--- config.mk ---
export PLATFORM = sky130hd
export DESIGN_NAME = jt12_slot_seq
export DESIGN_NICKNAME = d
export VERILOG_FILES = /design/src/rtl/jt12_slot_pkg.sv /design/src/rtl/jt12_alg_dec.sv /design/src/rtl/jt12_slot_seq.sv
export SDC_FILE = /design/constraint.sdc
export NUM_CORES = 1
export LEC_CHECK = 0
export ABC_CLOCK_PERIOD_IN_PS = 5850
export CORE_MARGIN = 2
export CORE_UTILIZATION = 63
export CTS_BUF_LIST = sky130_fd_sc_hd__clkbuf_8
export DETAILED_ROUTE_END_ITERATION = 8
export PLACE_DENSITY = 0.89
export SKIP_LAST_GASP = 1
export SLEW_MARGIN = 20
export SYNTH_ARGS = -nofsm -noshare
export SYNTH_HDL_FRONTEND = slang
export SYNTH_SLANG_ARGS = --single-unit
export TNS_END_PERCENT = 100
--- constraint.sdc ---
create_clock -name clk -period 5.85 [get_ports clk]
set_input_delay 1.17 -clock clk [delete_from_list [all_inputs] [get_ports clk]]
set_output_delay 1.17 -clock clk [all_outputs]
set_load 0.005 [all_outputs]
--- src/rtl/jt12_slot_pkg.sv ---
`default_nettype none
// ============================================================================
// Module  : jt12_slot_pkg
// Brief   : Slot ordering constants and operand-select truth table for the
//           FM operator slot sequencer.
// Revision: 1.0
// ============================================================================
package jt12_slot_pkg;

    localparam int NUM_SLOTS = 24;

    // Group index (cnt div NUM_CH) to operator mapping
    localparam logic [1:0] GRP_S1 = 2'd0;
    localparam logic [1:0] GRP_S3 = 2'd1;
    localparam logic [1:0] GRP_S2 = 2'd2;
    localparam logic [1:0] GRP_S4 = 2'd3;

    typedef enum logic [1:0] {
        OP_S1 = 2'd0,
        OP_S2 = 2'd1,
        OP_S3 = 2'd2,
        OP_S4 = 2'd3
    } op_e;

    localparam int SEL_PREVPREV1  = 4;
    localparam int SEL_INTERNAL_X = 3;
    localparam int SEL_INTERNAL_Y = 2;
    localparam int SEL_PREV2      = 1;
    localparam int SEL_PREV1      = 0;

    function automatic op_e grp_to_op(input logic [1:0] grp);
        op_e op;
        case (grp)
            GRP_S1:  op = OP_S1;
            GRP_S3:  op = OP_S3;
            GRP_S2:  op = OP_S2;
            default: op = OP_S4;
        endcase
        return op;
    endfunction

    function automatic logic [4:0] alg_sel(input op_e op, input logic [2:0] alg);
        logic       s1, s2, s3, s4;
        logic [4:0] sel;
        s1 = (op == OP_S1);
        s2 = (op == OP_S2);
        s3 = (op == OP_S3);
        s4 = (op == OP_S4);
        sel                 = '0;
        sel[SEL_PREVPREV1]  = s1 | (s3 & (alg == 3'd5));
        sel[SEL_PREV2]      = (s3 & (alg <= 3'd2)) | (s4 & (alg == 3'd3));
        sel[SEL_INTERNAL_X] = s4 & (alg == 3'd2);
        sel[SEL_INTERNAL_Y] = s4 & ((alg == 3'd0) | (alg == 3'd1) | (alg == 3'd3));
        sel[SEL_PREV1]      = s1 | (s3 & (alg == 3'd1)) | (s4 & (alg == 3'd5)) |
                              (s2 & ((alg == 3'd0) | (alg == 3'd3) | (alg == 3'd4) |
                                     (alg == 3'd5) | (alg == 3'd6)));
        return sel;
    endfunction

endpackage
`default_nettype wire

--- src/rtl/jt12_alg_dec.sv ---
`default_nettype none
// ============================================================================
// Module  : jt12_alg_dec
// Brief   : Combinational {operator, algorithm} to operand-select decoder.
// Revision: 1.0
// ============================================================================
module jt12_alg_dec
    import jt12_slot_pkg::*;
(
    input  logic [1:0] op_i,
    input  logic [2:0] alg_i,
    output logic       use_prevprev1_o,
    output logic       use_internal_x_o,
    output logic       use_internal_y_o,
    output logic       use_prev2_o,
    output logic       use_prev1_o
);

    logic [4:0] w_sel;

    assign w_sel            = alg_sel(op_e'(op_i), alg_i);
    assign use_prevprev1_o  = w_sel[SEL_PREVPREV1];
    assign use_internal_x_o = w_sel[SEL_INTERNAL_X];
    assign use_internal_y_o = w_sel[SEL_INTERNAL_Y];
    assign use_prev2_o      = w_sel[SEL_PREV2];
    assign use_prev1_o      = w_sel[SEL_PREV1];

endmodule
`default_nettype wire

--- src/rtl/jt12_slot_seq.sv ---
`default_nettype none
// ============================================================================
// Module  : jt12_slot_seq
// Brief   : Slot sequencer and per-channel connection/feedback register file
//           driving the shared FM operator pipeline.
// Revision: 1.0
// ============================================================================
module jt12_slot_seq
    import jt12_slot_pkg::*;
#(
    parameter int NUM_CH = 6,
    parameter int CNTW   = 5
) (
    input  logic       clk,
    input  logic       rst,
    input  logic       cfg_we,
    input  logic [2:0] cfg_ch,
    input  logic [2:0] cfg_alg,
    input  logic [2:0] cfg_fb,
    output logic       s1_enters,
    output logic       s2_enters,
    output logic       s3_enters,
    output logic       s4_enters,
    output logic       zero,
    output logic       use_prevprev1,
    output logic       use_internal_x,
    output logic       use_internal_y,
    output logic       use_prev2,
    output logic       use_prev1,
    output logic [2:0] fb_II,
    output logic [2:0] slot_ch,
    output logic [1:0] slot_op
);

    localparam int SLOTS = 4 * NUM_CH;

    logic [CNTW-1:0] cnt_q, cnt_d;
    logic [2:0]      alg_q [NUM_CH];
    logic [2:0]      fb_q  [NUM_CH];

    logic [3:0] enters_q, enters_d;
    logic       zero_q, zero_d;
    logic [4:0] sel_q, sel_d;
    logic [2:0] fbst_q, fbst_d;
    logic [2:0] fb_II_q;
    logic [2:0] ch_q;
    logic [1:0] op_q;

    logic [2:0] w_ch;
    logic [1:0] w_grp;
    op_e        w_op;
    logic [2:0] w_alg;
    logic       w_cfg_ok;

    assign w_ch     = 3'(cnt_q % CNTW'(NUM_CH));
    assign w_grp    = 2'(cnt_q / CNTW'(NUM_CH));
    assign w_op     = grp_to_op(w_grp);
    assign w_alg    = alg_q[w_ch];
    assign w_cfg_ok = cfg_we && (32'(cfg_ch) < NUM_CH);

    jt12_alg_dec u_alg_dec (
        .op_i             (w_op),
        .alg_i            (w_alg),
        .use_prevprev1_o  (sel_d[SEL_PREVPREV1]),
        .use_internal_x_o (sel_d[SEL_INTERNAL_X]),
        .use_internal_y_o (sel_d[SEL_INTERNAL_Y]),
        .use_prev2_o      (sel_d[SEL_PREV2]),
        .use_prev1_o      (sel_d[SEL_PREV1])
    );

    always_comb begin
        cnt_d    = (cnt_q == CNTW'(SLOTS - 1)) ? '0 : cnt_q + CNTW'(1);
        enters_d = 4'b0001 << w_op;
        zero_d   = (cnt_q == '0);
        fbst_d   = fb_q[w_ch];
    end

    // fbst_q is the cycle-I copy of the slot's feedback; fb_II lags it by one
    always_ff @(posedge clk or posedge rst) begin
        if (rst) begin
            cnt_q    <= '0;
            enters_q <= '0;
            zero_q   <= 1'b0;
            sel_q    <= '0;
            fbst_q   <= '0;
            fb_II_q  <= '0;
            ch_q     <= '0;
            op_q     <= '0;
        end else begin
            cnt_q    <= cnt_d;
            enters_q <= enters_d;
            zero_q   <= zero_d;
            sel_q    <= sel_d;
            fbst_q   <= fbst_d;
            fb_II_q  <= fbst_q;
            ch_q     <= w_ch;
            op_q     <= w_op;
        end
    end

    always_ff @(posedge clk or posedge rst) begin
        if (rst) begin
            for (int i = 0; i < NUM_CH; i++) begin
                alg_q[i] <= '0;
                fb_q[i]  <= '0;
            end
        end else if (w_cfg_ok) begin
            alg_q[cfg_ch] <= cfg_alg;
            fb_q[cfg_ch]  <= cfg_fb;
        end
    end

    assign s1_enters      = enters_q[OP_S1];
    assign s2_enters      = enters_q[OP_S2];
    assign s3_enters      = enters_q[OP_S3];
    assign s4_enters      = enters_q[OP_S4];
    assign zero           = zero_q;
    assign use_prevprev1  = sel_q[SEL_PREVPREV1];
    assign use_internal_x = sel_q[SEL_INTERNAL_X];
    assign use_internal_y = sel_q[SEL_INTERNAL_Y];
    assign use_prev2      = sel_q[SEL_PREV2];
    assign use_prev1      = sel_q[SEL_PREV1];
    assign fb_II          = fb_II_q;
    assign slot_ch        = ch_q;
    assign slot_op        = op_q;

endmodule
`default_nettype wire

== Word level (Yosys, flattened, before mapping) ==
Cells that the tools add are included.

* Bits in registers: 62
* Logic and storage cells: 80
* Input bits: 12
* Output and inout bits: 18

* Bitwise gates (word level): 21
* Magnitude comparators: 5
* Divide/modulo/power cells: 2
* Multiplexer cells: 12
* Shift-type cells: 1
* Equal/unequal tests: 12
* Add/sub/neg operators: 1
* Reductions and logical operators: 6

{| class="wikitable"
|+ Operator list
! operator !! number
|-
| $bwmux 18 || 2
|-
| $bmux 3 s3 || 2
|-
| $mux 3 || 5
|-
| $or 1x1->1 || 11
|-
| $demux 3 s3 || 1
|-
| $eq 3x3->1 const B || 3
|-
| $and 1x1->1 || 8
|-
| $ge 4x4->1 const B || 2
|-
| $not 3->4 || 2
|-
| $eq 2x2->1 const B || 3
|-
| $eq 3x2->1 const B || 2
|-
| $pmux 2 s3 || 1
|-
| $add 5x1->5 const B || 1
|-
| $div 5x3->5 const B || 1
|-
| $eq 5x5->1 const B || 1
|-
| $logic_not 5->1 || 1
|-
| $mod 5x3->5 const B || 1
|-
| $mux 5 || 1
|-
| $eq 2x1->1 const B || 2
|-
| $logic_not 2->1 || 2
|-
| $lt 4x1->1 const B || 1
|-
| $shl 1x2->4 const A || 1
|-
| $eq 3x1->1 const B || 1
|-
| $le 3x2->1 const B || 1
|-
| other kinds (3) || 4
|}

== Depth between registers and ports, before layout ==
* Depth after elaboration: 12
* Depth in mapped cells: 15
* Mapped depth without buffers: 14

== Modules after synthesis ==
A second synthesis with hierarchy kept.

* Cells, all modules: 242
* Area, all modules: 3165.5 µm²

{| class="wikitable"
|+ By module, submodules not included
! module !! cells an instance !! sequential area each (µm²) !! area an instance (µm²) !! instances
|-
| jt12_slot_seq || 227 || 1551.5 || 3067.9 || 1
|-
| jt12_alg_dec || 15 || 0.0 || 97.6 || 1
|}

== Least setup slack after synthesis ==
No wires, ideal clock.

* Kind: register -> register
* Start: register cnt_q[4]
* End: register sel_q[0]
* Arrival time: 3400 ps
* Path slack: 2362 ps
* Clock period less this slack: 3488 ps
* Buffers on the path: 1
* Data required time: 5762 ps
* Cell stages (with the launch flop): 15
* Library setup time: 88 ps
* Cell sequence: dfrtp_1 -> buf_2 -> nand3b_1 -> ha_1 -> and2_1 -> a21oi_1 -> inv_1 -> ha_1 -> a211oi_4 -> o211ai_4 -> xnor2_4 -> mux4_2 -> a21oi_2 -> mux2_4 -> a22oi_1

* Elaborated cells between the ends (all ways): 30
* Classes of those cells: 2 x div; 10 x eq/ne; 4 x mux; 11 x bitwise; 3 x reduce/logical

{| class="wikitable"
|+ RTL lines
! element !! line !! text
|-
| from (decl) || jt12_slot_seq.sv:37 || <nowiki>logic [CNTW-1:0] cnt_q, cnt_d;</nowiki>
|-
| from (signal assigned) || jt12_slot_seq.sv:90 || <nowiki>cnt_q <= cnt_d;</nowiki>
|-
| $div 5x3->5 * || jt12_slot_seq.sv:56 || <nowiki>assign w_grp = 2'(cnt_q / CNTW'(NUM_CH));</nowiki>
|-
| $eq 2x2->1 (tied with other cells) || jt12_slot_pkg.sv:33 || <nowiki>case (grp)</nowiki>
|-
| $pmux 2 s3 * || jt12_slot_pkg.sv:33 ||
|-
| net u_alg_dec.op_i[1] || jt12_alg_dec.sv:10 || <nowiki>input logic [1:0] op_i,</nowiki>
|-
| $eq 2x2->1 || jt12_slot_pkg.sv:47 || <nowiki>s3 = (op == OP_S3);</nowiki>
|-
| $and 1x1->1 || jt12_slot_pkg.sv:54 || <nowiki>sel[SEL_PREV1] = s1 | (s3 & (alg == 3'd1)) | (s4 & (alg == 3'd5)) |</nowiki>
|-
| $or 1x1->1 (2 in a row) || jt12_slot_pkg.sv:54 ||
|-
| $or 1x1->1 * || jt12_slot_pkg.sv:54 ||
|-
| net u_alg_dec.use_prev1_o || jt12_alg_dec.sv:16 || <nowiki>output logic use_prev1_o</nowiki>
|-
| to (signal assigned) || jt12_slot_seq.sv:93 || <nowiki>sel_q <= sel_d;</nowiki>
|-
| to (decl) || jt12_slot_seq.sv:43 || <nowiki>logic [4:0] sel_q, sel_d;</nowiki>
|}

Mark *: on every way through the listed nets, which the timed path passes. The rest lies on a longest branch. The select of a mux whose other input is x is not followed.
A chain may end at the register's enable or synchronous reset.

== Final worst setup path ==
* Start: register cnt_q[0]
* End: register sel_q[0]

Same word-level chain as after synthesis.

==> impl_metrics.sql <==
INSERT INTO impl_metrics (metric_group, metric, value, unit) VALUES
('yosys', 'synthCells', '208', ''),
('critical_path', 'critical_path.cell_chain', 'clkinv_1 -> ha_1 -> nand3b_1 -> a21oi_1 -> inv_1 -> ha_1 -> a211oi_4 -> o211ai_4 -> xnor2_4 -> mux4_2 -> a21oi_2 -> mux2_4 -> a22oi_1', ''),
('place', 'post-place-cells', '285', ''),
('drt', 'drt_pre_antenna_iters', '4', ''),
('clock_tree', 'clockBufferDepth', '2', ''),
('hold_path', 'min_from', 'fbst_q[0]', ''),
('grt', 'grt_pass1_wl', '8.71', 'mm'),
('critical_path', 'required', '6.11', 'ns'),
('place', 'globalplace.congestion', '0.816', ''),
('critical_path', 'path_buf_inv', '2', ''),
('clock_tree', 'numClockSinks', '62', ''),
('floorplan', 'die-area', '5100', 'µm²'),
('grt', 'grt_max_degree', '63', ''),
('timing', 'setup_viol', '0', ''),
('grt', 'grt_met3_use', '7.59', '%'),
('yosys', 'yosysUniqueCellTypes', '54', ''),
('drt', 'route.antenna.remaining_nets', '0', ''),
('clock_tree', 'ctsResizeCount', '0', ''),
('clock_tree', 'worst_setup_hold_path_clk_slew', '0.07', 'ns'),
('critical_path', 'cpPeakStageDelay', '0.60', 'ns'),
('place', 'dp_hpwl', '3.59', 'mm'),
('yosys', 'ys.flop_type', 'dfrtp_1', ''),
('hold_path', 'worst_hold_path.num_cells', '0', ''),
('yosys', 'postSynthRegisterBits', '62', ''),
('timing', 'maxClockFrequency', '252', 'MHz'),
('critical_path', 'timing.critical_path.slowest_stage_cell', 'dfrtp_1', ''),
('clock_tree', 'clock_latency', '0.35', 'ns'),
('clock_tree', 'tritoncts.num_buffers', '9', ''),
('drt', 'routed_via_density', '5.84', ''),
('grt', 'vias_in_the_first_global_route', '1755', ''),
('clock_tree', 'cts_post_setup_buffers_inserted', '0', ''),
('power', 'peakVddDrop', '0.214', 'mV'),
('critical_path', 'crit-reg2reg-capture', 'sel_q[0]', ''),
('critical_path', 'crit_path_max_fanout', '14', ''),
('yosys', 'synth_sequential_area_ratio', '54.1', '%'),
('critical_path', 'setup.reg_to_reg.worst_slack', '1.88', 'ns'),
('layout', 'num_antenna_cells', '0', ''),
('run', 'timing.max_cap.violations', '0', ''),
('layout', 'synthToLayoutAreaGrowth', '18.4', '%'),
('drt', 'route.final.wire_length', '5.00', 'mm'),
('floorplan', 'rows', '24', ''),
('grt', 'global_route.usage.met1', '30.2', '%'),
('critical_path', 'worst_path_arrival', '4.23', 'ns'),
('clock_tree', 'cts_hold_repair.buffers', '0', ''),
('timing', 'timing_worst_slew_pin_value', '1.05', 'ns'),
('floorplan', 'ios', '30', ''),
('yosys', 'postSynth.asyncResetShare', '100', '%'),
('critical_path', 'critical-path-top-delay-family', 'compound AO/OA/AOI/OAI gates', ''),
('floorplan', 'die_width', '71.4', 'µm'),
('yosys', 'synthesis.yosys.warnings', '0', ''),
('status', 'run_status', 'finished clean', ''),
('layout', 'drive_above_1_share', '28.1', '%'),
('critical_path', 'critical_path.reg2reg.startpoint', 'cnt_q[0]', ''),
('critical_path', 'critical_path.startpoint_type', 'register', ''),
('drt', 'wire_per_inst', '16.6', 'µm'),
('critical_path', 'r2r_cells', '13', ''),
('timing', 'slew-limit-headroom', '29.6', '%'),
('power', 'pwr_density_cell', '307', 'nW/µm²'),
('drt', 'drc_errors', '0', ''),
('critical_path', 'crit_path_frequent_cell', 'ha_1', ''),
('yosys', 'synth-edff-count', '0', ''),
('grt', 'grt_util_all_layers', '23.2', '%'),
('yosys', 'avgSynthCellArea', '13.8', 'µm²'),
('yosys', 'syn_area', '2870', 'µm²'),
('layout', 'finish.net_count', '261', ''),
('timing', 'setup_total_negative_slack', '0', 'ns'),
('place', 'port_buffers', '29', ''),
('clock_tree', 'cts_root_buf', 'clkbuf_8', ''),
('grt', 'use_met2', '35.0', '%'),
('floorplan', 'initial_utilization', '65.8', '%'),
('yosys', 'mappedNetlistNets', '225', '');
==> registers in the layout, summed over array words and instances, names as in the netlist <==
register,flops
alg_q,18
fb_q,18
cnt_q,5
sel_q,5
enters_q,4
fb_II,3
fbst_q,3
slot_ch,3
slot_op,2
zero,1
==> how the worst max path moves through the flow <==
stage,endpoint,cells past startpoint,slack (ns),from
after floorplan,sel_q[0],14,2.36,cnt_q[4]
after global placement,sel_q[0],13,2.14,cnt_q[0]
after detailed placement,sel_q[0],13,1.88,cnt_q[0]
after CTS,sel_q[0],13,1.86,cnt_q[0]
after global routing,sel_q[0],13,1.52,cnt_q[0]
final,sel_q[0],13,1.88,cnt_q[0]
==> synthesized netlist by cell type (3+ instances only) <==
cell type | count | share of area, %
o31ai_1 | 3 | 0.79
nor2_1 | 7 | 0.92
nand2_1 | 10 | 1.3
o21ai_0 | 4 | 0.70
and3_1 | 3 | 0.66
nor2b_1 | 3 | 0.66
mux4_1 | 3 | 2.8
mux2_2 | 38 | 15
ha_1 | 5 | 2.2
dfrtp_1 | 62 | 54
nand3_1 | 5 | 0.87
mux2i_1 | 8 | 2.8
inv_1 | 7 | 0.92
==> cells by family (layout without fill, tap and decap cells) <==
kind of cell / count (synthesis) / after routing / share of synthesized area, %
DFF: 62 / 62 / 54.1
muxes: 51 / 51 / 21.8
and+or+nand+nor: 47 / 47 / 10.2
AOI/OAI and AO/OA: 25 / 25 / 7.42
buffers and inverters: 14 / 55 / 2.40
adders and majority gates: 5 / 5 / 2.18
xor gates and xnor gates: 4 / 4 / 1.88
==> layout by cell type (no fill, tap or decap), drive strengths merged, types with 2 or more instances in the layout <==
master	instances
o21ai	5
clkdlybuf4s50	29
nor4	2
and4bb	2
a211oi	2
clkbuf	10
nand2b	2
o21a	2
ha	5
and3b	2
mux2i	8
mux4	4
inv	9
xnor2	3
nand2	11
nand3	5
nand3b	2
nor3	3
nor3b	2
a32oi	2
dfrtp	62
and3	3
o31ai	3
nor2b	3
nor2	7
a21oi	3
a21o	2
clkinv	3
mux2	39
clkinvlp	2
==> cell type report <==
class                   instances  area (µm²)
clock buffers                  10         138
flip-flops and latches         62        1550
multi-input cells             132        1240
inverters                       9        33.8
well taps                      52        65.1
clock inverters                 6        62.6
fillers                       250         961
repair buffers                 30         298
==> routing by layer <==
metal | up-vias | wire (µm)
met5 | - | 0
met1 | 842 | 2130
met3 | 11 | 384
met4 | 0 | 112
li1 | 829 | -
met2 | 75 | 2370
==> power by group <==
part           total [mW]  switching [mW]  internal (mW)
registers           0.523          0.0304          0.493
logic               0.149          0.0588         0.0898
clock network       0.370           0.164          0.206
total                1.04           0.253          0.789
==> through the flow <==
step | instance area, µm² | hold slack, ns | power, mW | worst slack, ns | util, %
3_5_place_dp | 3190 | 0.336 | 0.679 | 1.88 | 73.3
6_report | 3390 | 0.351 | 1.04 | 1.88 | 77.9
4_1_cts | 3390 | 0.352 | 1.05 | 1.86 | 77.9
3_3_place_gp | 3190 | 0.332 | 0.669 | 2.14 | 73.3
5_1_grt | 3390 | 0.355 | 1.09 | 1.52 | 77.9
2_1_floorplan | 2870 | 0.331 | 0.628 | 2.36 | -
No activity file was read; power rests on OpenSTA's default activity.
